$ cat src/rtl/pulse_trigger_if.sv
// Head-of-queue descriptor bus from the pulse register plus the per-cycle
// sample-control word going to the NCO/envelope datapath.
interface pulse_trigger_if #(
  parameter int ACC_W      = 32,
  parameter int AMP_W      = 16,
  parameter int TSTART_W   = 32,
  parameter int TLEN_W     = 16,
  parameter int ENV_ADDR_W = 10
) ();

  logic                  pulse_ready;
  logic                  pulse_pop;
  logic [ACC_W-1:0]      hd_freq;
  logic [ACC_W-1:0]      hd_phase;
  logic [AMP_W-1:0]      hd_amp;
  logic [TSTART_W-1:0]   hd_tstart;
  logic [TLEN_W-1:0]     hd_tlen;
  logic [ENV_ADDR_W-1:0] hd_env_addr;

  logic                  play_valid;
  logic                  play_first;
  logic                  play_last;
  logic [ACC_W-1:0]      play_phase;
  logic [AMP_W-1:0]      play_amp;
  logic [ENV_ADDR_W-1:0] play_env_addr;

  // Pulse register / datapath side: presents heads, receives pops and samples.
  modport master (
    output pulse_ready, hd_freq, hd_phase, hd_amp, hd_tstart, hd_tlen, hd_env_addr,
    input  pulse_pop, play_valid, play_first, play_last, play_phase, play_amp, play_env_addr
  );

  // Trigger side: consumes heads, issues pops and emits samples.
  modport slave (
    input  pulse_ready, hd_freq, hd_phase, hd_amp, hd_tstart, hd_tlen, hd_env_addr,
    output pulse_pop, play_valid, play_first, play_last, play_phase, play_amp, play_env_addr
  );

endinterface

$ cat src/rtl/pulse_trigger.sv
// Pops pulse descriptors, waits for the global counter to reach each pulse's
// start time (wrap-aware), then plays it for t_len cycles emitting one
// phase/amplitude/envelope-address word per cycle. Late starts and zero-length
// descriptors are reported through sticky flags.
module pulse_trigger #(
  parameter int ACC_W      = 32,
  parameter int AMP_W      = 16,
  parameter int TSTART_W   = 32,
  parameter int TLEN_W     = 16,
  parameter int ENV_ADDR_W = 10
) (
  input  logic                clk,
  input  logic                rst_n,
  input  logic [TSTART_W-1:0] counter,
  pulse_trigger_if.slave      pif,
  input  logic                err_clr,
  output logic                busy,
  output logic                late_err,
  output logic                zero_len_err
);

  typedef enum logic [1:0] {
    S_IDLE,
    S_WAIT,
    S_PLAY
  } state_t;

  state_t state_q, state_d;

  logic [ACC_W-1:0]      freq_q;
  logic [ACC_W-1:0]      phase_q;
  logic [AMP_W-1:0]      amp_q;
  logic [TSTART_W-1:0]   tstart_q;
  logic [TLEN_W-1:0]     tlen_q;
  logic [ENV_ADDR_W-1:0] env_q;

  logic [ACC_W-1:0]      acc_q;
  logic [ENV_ADDR_W-1:0] addr_q;
  logic [TLEN_W-1:0]     rem_q;
  logic                  first_wait_q;

  logic [TSTART_W-1:0]   delta;
  logic                  reached;
  logic                  playing;
  logic                  is_last;
  logic                  pop;
  logic                  head_zero;
  logic                  set_late;
  logic                  set_zero;

  // A negative difference (top bit set) means the start time is still ahead,
  // which keeps the compare correct across counter wrap.
  assign delta     = counter - tstart_q;
  assign reached   = ~delta[TSTART_W-1];
  assign playing   = (state_q == S_PLAY);
  assign is_last   = playing && (rem_q == TLEN_W'(1));
  assign head_zero = (pif.hd_tlen == '0);
  assign pop       = ((state_q == S_IDLE) || is_last) && pif.pulse_ready && !rst_n;

  assign pif.pulse_pop     = pop;
  assign pif.play_valid    = playing;
  assign pif.play_first    = playing && (rem_q == tlen_q);
  assign pif.play_last     = is_last;
  assign pif.play_phase    = playing ? acc_q  : '0;
  assign pif.play_amp      = playing ? amp_q  : '0;
  assign pif.play_env_addr = playing ? addr_q : '0;
  assign busy              = (state_q != S_IDLE);

  // Next-state decode plus the one-cycle error set strobes.
  always_comb begin
    state_d  = state_q;
    set_late = 1'b0;
    set_zero = 1'b0;
    case (state_q)
      S_IDLE: begin
        if (pop) begin
          if (head_zero) set_zero = 1'b1;
          else           state_d  = S_WAIT;
        end
      end
      S_WAIT: begin
        if (reached) begin
          state_d = S_PLAY;
          if (first_wait_q && (delta != '0)) set_late = 1'b1;
        end
      end
      S_PLAY: begin
        if (is_last) begin
          if (pop) begin
            if (head_zero) begin
              set_zero = 1'b1;
              state_d  = S_IDLE;
            end else begin
              state_d = S_WAIT;
            end
          end else begin
            state_d = S_IDLE;
          end
        end
      end
      default: state_d = S_IDLE;
    endcase
  end

  // State register; first_wait_q marks the single cycle where lateness is judged.
  always_ff @(posedge clk) begin
    if (rst_n) begin
      state_q      <= S_IDLE;
      first_wait_q <= 1'b0;
    end else begin
      state_q      <= state_d;
      first_wait_q <= (state_d == S_WAIT) && (state_q != S_WAIT);
    end
  end

  // Capture the head descriptor on the pop edge only.
  always_ff @(posedge clk) begin
    if (rst_n) begin
      freq_q   <= '0;
      phase_q  <= '0;
      amp_q    <= '0;
      tstart_q <= '0;
      tlen_q   <= '0;
      env_q    <= '0;
    end else if (pop) begin
      freq_q   <= pif.hd_freq;
      phase_q  <= pif.hd_phase;
      amp_q    <= pif.hd_amp;
      tstart_q <= pif.hd_tstart;
      tlen_q   <= pif.hd_tlen;
      env_q    <= pif.hd_env_addr;
    end
  end

  // Phase accumulator, envelope address and remaining-length countdown.
  always_ff @(posedge clk) begin
    if (rst_n) begin
      acc_q  <= '0;
      addr_q <= '0;
      rem_q  <= '0;
    end else if ((state_q == S_WAIT) && reached) begin
      acc_q  <= phase_q;
      addr_q <= env_q;
      rem_q  <= tlen_q;
    end else if (playing) begin
      acc_q  <= acc_q + freq_q;
      addr_q <= addr_q + ENV_ADDR_W'(1);
      rem_q  <= rem_q - TLEN_W'(1);
    end
  end

  // Sticky error flags; a new event takes priority over a clear.
  always_ff @(posedge clk) begin
    if (rst_n) begin
      late_err     <= 1'b0;
      zero_len_err <= 1'b0;
    end else begin
      late_err     <= set_late | (late_err & ~err_clr);
      zero_len_err <= set_zero | (zero_len_err & ~err_clr);
    end
  end

endmodule

$ cat src/flat_wrapper.sv
// flat-port wrapper written by rule: the top's interface ports become plain ports
module pulse_trigger_flat 
#(
  parameter int ACC_W      = 32,
  parameter int AMP_W      = 16,
  parameter int TSTART_W   = 32,
  parameter int TLEN_W     = 16,
  parameter int ENV_ADDR_W = 10
)
  (clk, rst_n, counter, err_clr, busy, late_err, zero_len_err, pif_pulse_ready, pif_hd_freq, pif_hd_phase, pif_hd_amp, pif_hd_tstart, pif_hd_tlen, pif_hd_env_addr, pif_pulse_pop, pif_play_valid, pif_play_first, pif_play_last, pif_play_phase, pif_play_amp, pif_play_env_addr);
  pulse_trigger_if #(.ACC_W(ACC_W), .AMP_W(AMP_W), .TSTART_W(TSTART_W), .TLEN_W(TLEN_W), .ENV_ADDR_W(ENV_ADDR_W)) pif_i ();
  input  logic clk;
  input  logic rst_n;
  input  logic [TSTART_W-1:0] counter;
  input  logic err_clr;
  output logic busy;
  output logic late_err;
  output logic zero_len_err;
  input wire logic [$bits(pif_i.pulse_ready)-1:0] pif_pulse_ready;
  input wire logic [$bits(pif_i.hd_freq)-1:0] pif_hd_freq;
  input wire logic [$bits(pif_i.hd_phase)-1:0] pif_hd_phase;
  input wire logic [$bits(pif_i.hd_amp)-1:0] pif_hd_amp;
  input wire logic [$bits(pif_i.hd_tstart)-1:0] pif_hd_tstart;
  input wire logic [$bits(pif_i.hd_tlen)-1:0] pif_hd_tlen;
  input wire logic [$bits(pif_i.hd_env_addr)-1:0] pif_hd_env_addr;
  output wire logic [$bits(pif_i.pulse_pop)-1:0] pif_pulse_pop;
  output wire logic [$bits(pif_i.play_valid)-1:0] pif_play_valid;
  output wire logic [$bits(pif_i.play_first)-1:0] pif_play_first;
  output wire logic [$bits(pif_i.play_last)-1:0] pif_play_last;
  output wire logic [$bits(pif_i.play_phase)-1:0] pif_play_phase;
  output wire logic [$bits(pif_i.play_amp)-1:0] pif_play_amp;
  output wire logic [$bits(pif_i.play_env_addr)-1:0] pif_play_env_addr;
  assign pif_i.pulse_ready = pif_pulse_ready;
  assign pif_i.hd_freq = pif_hd_freq;
  assign pif_i.hd_phase = pif_hd_phase;
  assign pif_i.hd_amp = pif_hd_amp;
  assign pif_i.hd_tstart = pif_hd_tstart;
  assign pif_i.hd_tlen = pif_hd_tlen;
  assign pif_i.hd_env_addr = pif_hd_env_addr;
  assign pif_pulse_pop = pif_i.pulse_pop;
  assign pif_play_valid = pif_i.play_valid;
  assign pif_play_first = pif_i.play_first;
  assign pif_play_last = pif_i.play_last;
  assign pif_play_phase = pif_i.play_phase;
  assign pif_play_amp = pif_i.play_amp;
  assign pif_play_env_addr = pif_i.play_env_addr;
  pulse_trigger #(.ACC_W(ACC_W), .AMP_W(AMP_W), .TSTART_W(TSTART_W), .TLEN_W(TLEN_W), .ENV_ADDR_W(ENV_ADDR_W)) u_core (.clk(clk), .rst_n(rst_n), .counter(counter), .pif(pif_i), .err_clr(err_clr), .busy(busy), .late_err(late_err), .zero_len_err(zero_len_err));
endmodule
$ cat config.mk
export PLATFORM = sky130hd
export DESIGN_NAME = pulse_trigger_flat
export DESIGN_NICKNAME = d
export VERILOG_FILES = /design/src/rtl/pulse_trigger_if.sv /design/src/rtl/pulse_trigger.sv /design/src/flat_wrapper.sv
export SDC_FILE = /design/constraint.sdc
export NUM_CORES = 1
export LEC_CHECK = 0
export BUFFER_PORTS_ARGS = -buffer_cell sky130_fd_sc_hd__buf_2
export CAP_MARGIN = 20
export CORE_MARGIN = 2
export CORE_UTILIZATION = 58
export CTS_BUF_LIST = sky130_fd_sc_hd__clkbuf_4 sky130_fd_sc_hd__clkbuf_8
export DETAILED_ROUTE_END_ITERATION = 10
export GPL_TIMING_DRIVEN = 0
export PLACE_DENSITY = 0.91
export SLEW_MARGIN = 0
export SYNTH_ARGS = -nofsm -noshare
export SYNTH_HDL_FRONTEND = slang
export SYNTH_SLANG_ARGS = --single-unit
$ cat constraint.sdc
create_clock -name clk -period 5.2 [get_ports clk]
set_clock_uncertainty 0.05 [all_clocks]
set_input_delay 1.04 -clock clk [delete_from_list [all_inputs] [get_ports clk]]
set_output_delay 1.04 -clock clk [all_outputs]
set_load 0.02 [all_outputs]
# After elaboration in Yosys (flattened, before gate mapping)

Cells that the tools add are included.

Add/sub/neg operators: 4
Multiply operators: 0
Divide/modulo/power cells: 0
Order comparisons: 0
Eq/ne operators: 6
Shifts and indexed selects: 0
Multiplexer cells: 23
Bitwise gates (word level): 6
Reduce and logical (&&, ||, !) cells: 14

Operators with widths:

| operator                                                             | number |
|---|---|
| 32-bit 2-to-1 mux                                                    | 3 |
| 16-bit 2-to-1 mux                                                    | 3 |
| 32-bit adder                                                         | 1 |
| 32-bit nonzero test                                                  | 1 |
| 32-bit subtractor                                                    | 1 |
| 10-bit 2-to-1 mux                                                    | 3 |
| 16-bit by 1-bit == test with 1-bit output, second input constant     | 1 |
| 16-bit == test                                                       | 1 |
| 16-bit logical NOT                                                   | 1 |
| 16-bit by 1-bit subtractor with 16-bit output, second input constant | 1 |
| 10-bit by 1-bit adder with 10-bit output, second input constant      | 1 |
| 1-bit 2-to-1 mux                                                     | 8 |
| 2-bit 2-to-1 mux                                                     | 4 |
| 1-bit logical AND                                                    | 7 |
| 2-bit case mux with 3 select lines                                   | 1 |
| 2-bit by 1-bit == test with 1-bit output, second input constant      | 2 |
| 2-bit nonzero test                                                   | 2 |
| 1-bit AND                                                            | 2 |
| 2-bit == test, second input constant                                 | 1 |
| 2-bit logical NOT                                                    | 1 |
| 2-bit by 1-bit != test with 1-bit output, second input constant      | 1 |
| 1-bit inverter                                                       | 2 |
| 1-bit bitwise OR                                                     | 2 |
| 1-bit case mux with 2 select lines                                   | 1 |
| other kinds (2)                                                      | 2 |

Flip-flop bits (word level): 201
Bits in latches: 0
RAM bits: 0
Bits in read-only memories: 0
Output and inout bits: 65
Logic and storage cells: 66
Memories: 0

# Logic depth before layout (Yosys ltp)

Depth in word-level cells: 10
Depth in mapped cells: 13
Depth with buffers taken out: 13

# Least setup slack after synthesis

OpenSTA, ideal clock, no wires.

Path kind: input-to-reg
Start: in counter[0]
End: reg u_core.late_err
Library setup time: 0.123 ns
Arrival time: 3.800 ns
Data required time: 5.027 ns
Setup slack: 1.227 ns
Stages on the path: 13
Cell sequence: inv_1 ha_1 fa_1 nand2_1 or4_4 a2111oi_2 o211ai_1 a2111oi_2 nand4_1 a2111oi_2 nand4_1 nor4_1 nor3_1

Word-level cells in the longest chain between the ends: 7

RTL lines:

| what                   | line                 | text |
|---|---|---|
| start: declaration     | flat_wrapper.sv:14   | `input logic [TSTART_W-1:0] counter;` |
| 32-bit subtractor *    | pulse_trigger.sv:53  | `assign delta = counter - tstart_q;` |
| 32-bit nonzero test    | pulse_trigger.sv:84  | `if (first_wait_q && (delta != '0)) set_late = 1'b1;` |
| 1-bit logical AND      | pulse_trigger.sv:84  |  |
| 1-bit 2-to-1 mux       | pulse_trigger.sv:84  |  |
| 1-bit 2-to-1 mux *     | pulse_trigger.sv:82  | `if (reached) begin` |
| 1-bit 2-to-1 mux *     | pulse_trigger.sv:74  | `case (state_q)` |
| 1-bit bitwise OR *     | pulse_trigger.sv:158 | `late_err <= set_late \| (late_err & ~err_clr);` |
| end signal: assignment | pulse_trigger.sv:158 |  |
| end: declaration       | pulse_trigger.sv:18  | `output logic late_err,` |

Every way passes the cells marked *; elsewhere a longest branch is shown, timed or not.
A chain may end at the register's enable or synchronous reset.

# Worst setup path in the final report

Start: reg u_core.state_q[0]
End: out pif_play_phase[30]

Word-level cells in the longest chain between the ends: 2

RTL lines:

| what                     | line                 | text |
|---|---|---|
| start: declaration       | pulse_trigger.sv:28  | `state_t state_q, state_d;` |
| start signal: assignment | pulse_trigger.sv:111 | `state_q <= state_d;` |
| 2-bit == test            | pulse_trigger.sv:55  | `assign playing = (state_q == S_PLAY);` |
| 32-bit 2-to-1 mux        | pulse_trigger.sv:64  | `assign pif.play_phase = playing ? acc_q : '0;` |
| end: declaration         | flat_wrapper.sv:30   | `output wire logic [$bits(pif_i.play_phase)-1:0] pif_play_phase;` |

Every way passes these cells.

==> impl_metrics.tcl <==
set metrics [dict create \
    fillers 1684 \
    fp.dieH_um 147 \
    startpoint_type "flop" \
    timing_hold_violations_final 0 \
    synth-seq-cells 201 \
    multi_input_area_um2 7270 \
    path_class "flop to output port" \
    dpl_cell_area_um2 13400 \
    grt_max_degree 11 \
    fin_cells 2173 \
    worstPathArrival_ns 3.61 \
    grt_antenna_before_repair 0 \
    ff_latch_area_um2 4020 \
    nets 2121 \
    vias 12900 \
    synth_edf_count 0 \
    drtAntennaViolNets 0 \
    min_path_cells 2 \
    syn-instance-count 1606 \
    drive_above_1_share 0.175 \
    worstPathMaxFanout 10 \
    cap_violations 0 \
    synth_area_um2 11900 \
    avgSynthCellArea_um2 7.40 \
    pwr_density_cell_nw_per_um2 299 \
    cts_hold_buf 0 \
    ctsResizeCount 0 \
    fp.dieW_um 147 \
    initial_core_util 0.589 \
    pin_count 239 \
    antenna_cells 0 \
    totalWireLength_um 38400 \
    p_sw_frac 0.319 \
    grt_pass1_vias 12200 \
    areaGrowthSynthToFinish_pct 19.1 \
    dp_slack_ns 0.653 \
    finalCriticalPeriod_ns 4.70 \
    ys_warn_count 0 \
    cp-end-kind "output port" \
    power.leakage_nw 6.22 \
    fin_ws_ns 0.504 \
    reg2reg_to "u_core.late_err$_SDFF_PP0_" \
    fin_area_um2 14200 \
    cts_buffers 35 \
    dp_hpwl_um 28600 \
    dp.cells 2113 \
    p_sw_w 0.00135 \
    postSynth.asyncResetShare 0 \
    ys_seq_area_frac 0.339 \
    cts_sinks 201 \
    startpoint "u_core.state_q[0]$_SDFF_PP0_" \
    worstSkewPairLatency_ns 0.53 \
    clockPowerShare 0.372 \
    vias_per_cell 5.92 \
    rsz0062_at_grt "false" \
    drtIter0Drc 1023 \
    worstRegToRegCells 12 \
    setup_violations 0 \
    die_area_um2 21600 \
    seqPwrFrac 0.405 \
    grt_pass1_wl_um 60400 \
    hp-class "flop to flop" \
    comb_power_share 0.223 \
    num_rows 52 \
    post-cts-setup-buffer-count 0 \
    grtUsageTotal 0.343 \
    p_int_w 0.00288 \
    rrSetupSlack_ns 1.48 \
    cts_max_level 2 \
    status "finished clean" \
    post_drt_wl_per_cell_um 17.7 \
    fin_crit_sh 0.903 \
    critical_path_required_ns 4.11 \
    drt-pass1-iter-count 5 \
    yosysUniqueCellTypes 73 \
    clockRootBuffer "clkbuf_8" \
    drc 0 \
    io_buffers 237 \
    crit_end "pif_play_phase[30]" \
    syn-num-nets 1847 \
    cts_tree "yes" \
    finalSetupTns_ns 0 \
    tightest_slew_ns 1.04 \
    fmax_mhz 213 \
    ir_drop_mv 0.195 \
    gp_congestion 0.985 \
    coreArea_um2 20200 \
    clockBufferDepth 3 \
    worstReg2RegStart "u_core.tstart_q[0]$_SDFFE_PP0N_" \
    path_clk_slew_ns 0.06 \
    max_slew_margin 0.305 \
    slew_viol_final 0 \
    ys.flop_type "dfxtp_1" \
    gr-total-overflow 0 \
]
-- placed cells by master, fill, tap and decap left out, types with 12 or more instances in the layout --
cell      count
xnor2_1      16
nor2_1      102
dfxtp_1     201
clkbuf_1     80
nor2b_1      12
a21oi_1     243
a21o_1       36
nand3_1      22
nand4_1      13
a211oi_1     15
and2_1       64
nor3_1       27
inv_1        54
o21a_1       12
a22oi_1      24
a221oi_1     14
xor2_1       34
o21ai_0      53
buf_2       250
ha_1         65
nand2_1     347
clkbuf_8     42
-- worst min path at each step --
stage	start	end
2_1_floorplan	u_core.amp_q[0]$_SDFFE_PP0N_	u_core.amp_q[0]$_SDFFE_PP0N_
3_3_place_gp	u_core.amp_q[5]$_SDFFE_PP0N_	u_core.amp_q[5]$_SDFFE_PP0N_
3_5_place_dp	u_core.amp_q[8]$_SDFFE_PP0N_	u_core.amp_q[8]$_SDFFE_PP0N_
4_1_cts	u_core.amp_q[3]$_SDFFE_PP0N_	u_core.amp_q[3]$_SDFFE_PP0N_
5_1_grt	u_core.amp_q[1]$_SDFFE_PP0N_	u_core.amp_q[1]$_SDFFE_PP0N_
6_report	u_core.amp_q[3]$_SDFFE_PP0N_	u_core.amp_q[3]$_SDFFE_PP0N_
-- metal layers --
metal	vias to the layer above	global-route usage	wire length, um
li1	6152	-	-
met1	5972	0.435	15800
met2	614	0.578	17700
met3	126	0.0602	3210
met4	0	0.140	1600
met5	-	0	0
-- logic make-up (layout without fill, tap and decap cells) --
family | count (synthesis) | after routing | share of synthesized area
AND/OR/NAND/NOR | 652 | 652 | 0.248
AO/OA/AOI/OAI | 480 | 480 | 0.249
flip-flops | 201 | 201 | 0.339
buffers and inverters | 149 | 446 | 0.0494
adder cells (fa/ha/maj) | 67 | 67 | 0.0718
XOR/XNOR | 50 | 50 | 0.0369
multiplexers | 7 | 7 | 0.00621
-- sequential cells by signal (all words and copies together) (netlist names) --
signal	count
u_core.late_err	1
u_core.zero_len_err	1
u_core.freq_q	32
u_core.phase_q	32
u_core.state_q	2
u_core.tstart_q	32
u_core.acc_q	32
u_core.env_q	10
u_core.tlen_q	16
u_core.addr_q	10
u_core.first_wait_q	1
u_core.amp_q	16
u_core.rem_q	16
-- power groups by stage --
stage                     clock network [W]  registers (W)  logic [W]
final                               0.00157        0.00172   0.000942
after global routing                0.00164        0.00172    0.00104
after CTS                           0.00157        0.00171   0.000923
after detailed placement                  0        0.00174   0.000915
after global placement                    0        0.00174   0.000893
after floorplan                           0        0.00172   0.000641
-- cells in the mapped netlist, types with 3 or more instances --
cell type | count | area (um^2)
nand3_1 | 22 | 110
o2111ai_1 | 3 | 26.3
nand3b_1 | 11 | 82.6
nor3_1 | 27 | 135
inv_1 | 54 | 203
a22oi_1 | 24 | 180
nand2b_1 | 9 | 56.3
and3_1 | 8 | 50.1
dfxtp_1 | 201 | 4020
xnor2_1 | 16 | 140
o31a_1 | 3 | 26.3
a221oi_1 | 14 | 123
o21a_1 | 12 | 90.1
o22ai_1 | 5 | 31.3
or2_2 | 7 | 43.8
o31ai_1 | 4 | 30.0
or3_1 | 5 | 31.3
nor2b_1 | 12 | 75.1
mux2_2 | 3 | 33.8
nor2_1 | 102 | 383
nand4_1 | 13 | 81.3
a222oi_1 | 4 | 40.0
buf_2 | 13 | 65.1
a21oi_1 | 243 | 1220
o41ai_1 | 3 | 26.3
nor4_1 | 11 | 68.8
a31oi_1 | 11 | 68.8
o21ai_0 | 53 | 265
a2111oi_2 | 3 | 45.0
xor2_1 | 34 | 298
a211oi_1 | 15 | 113
mux2i_1 | 4 | 40.0
nand2_1 | 347 | 1300
o21bai_1 | 7 | 52.6
ha_1 | 65 | 813
a211o_1 | 6 | 52.6
o211ai_1 | 9 | 67.6
clkbuf_1 | 80 | 300
and2_1 | 64 | 400
a21o_1 | 36 | 270
-- area by class of cell --
class	count	area share
well taps	270	0.0239
clock buffers	50	0.0451
inverters	54	0.0143
plain buffers	95	0.0271
clock inverters	10	0.00769
repair buffers	237	0.0838
multi-input cells	1256	0.514
flip-flops and latches	201	0.284
-- through the flow --
stage                     hold WS (ns)  utilization  total power, W
final                            0.402        0.702         0.00423
after global placement           0.388        0.665         0.00263
after CTS                        0.404        0.702         0.00421
after floorplan                  0.382            -         0.00236
after global routing             0.422        0.702         0.00441
after detailed placement         0.396        0.665         0.00266
-- critical path, stage by stage (launching register included) --
cell and delay (ns):
dfxtp_1 0.37, nand2b_1 0.16, clkbuf_1 0.23, inv_1 0.14, clkbuf_1 0.46, clkbuf_1 0.61, clkbuf_1 0.62, and2_1 0.30
buf_2 0.19
Power figures use the tool's default switching activity.
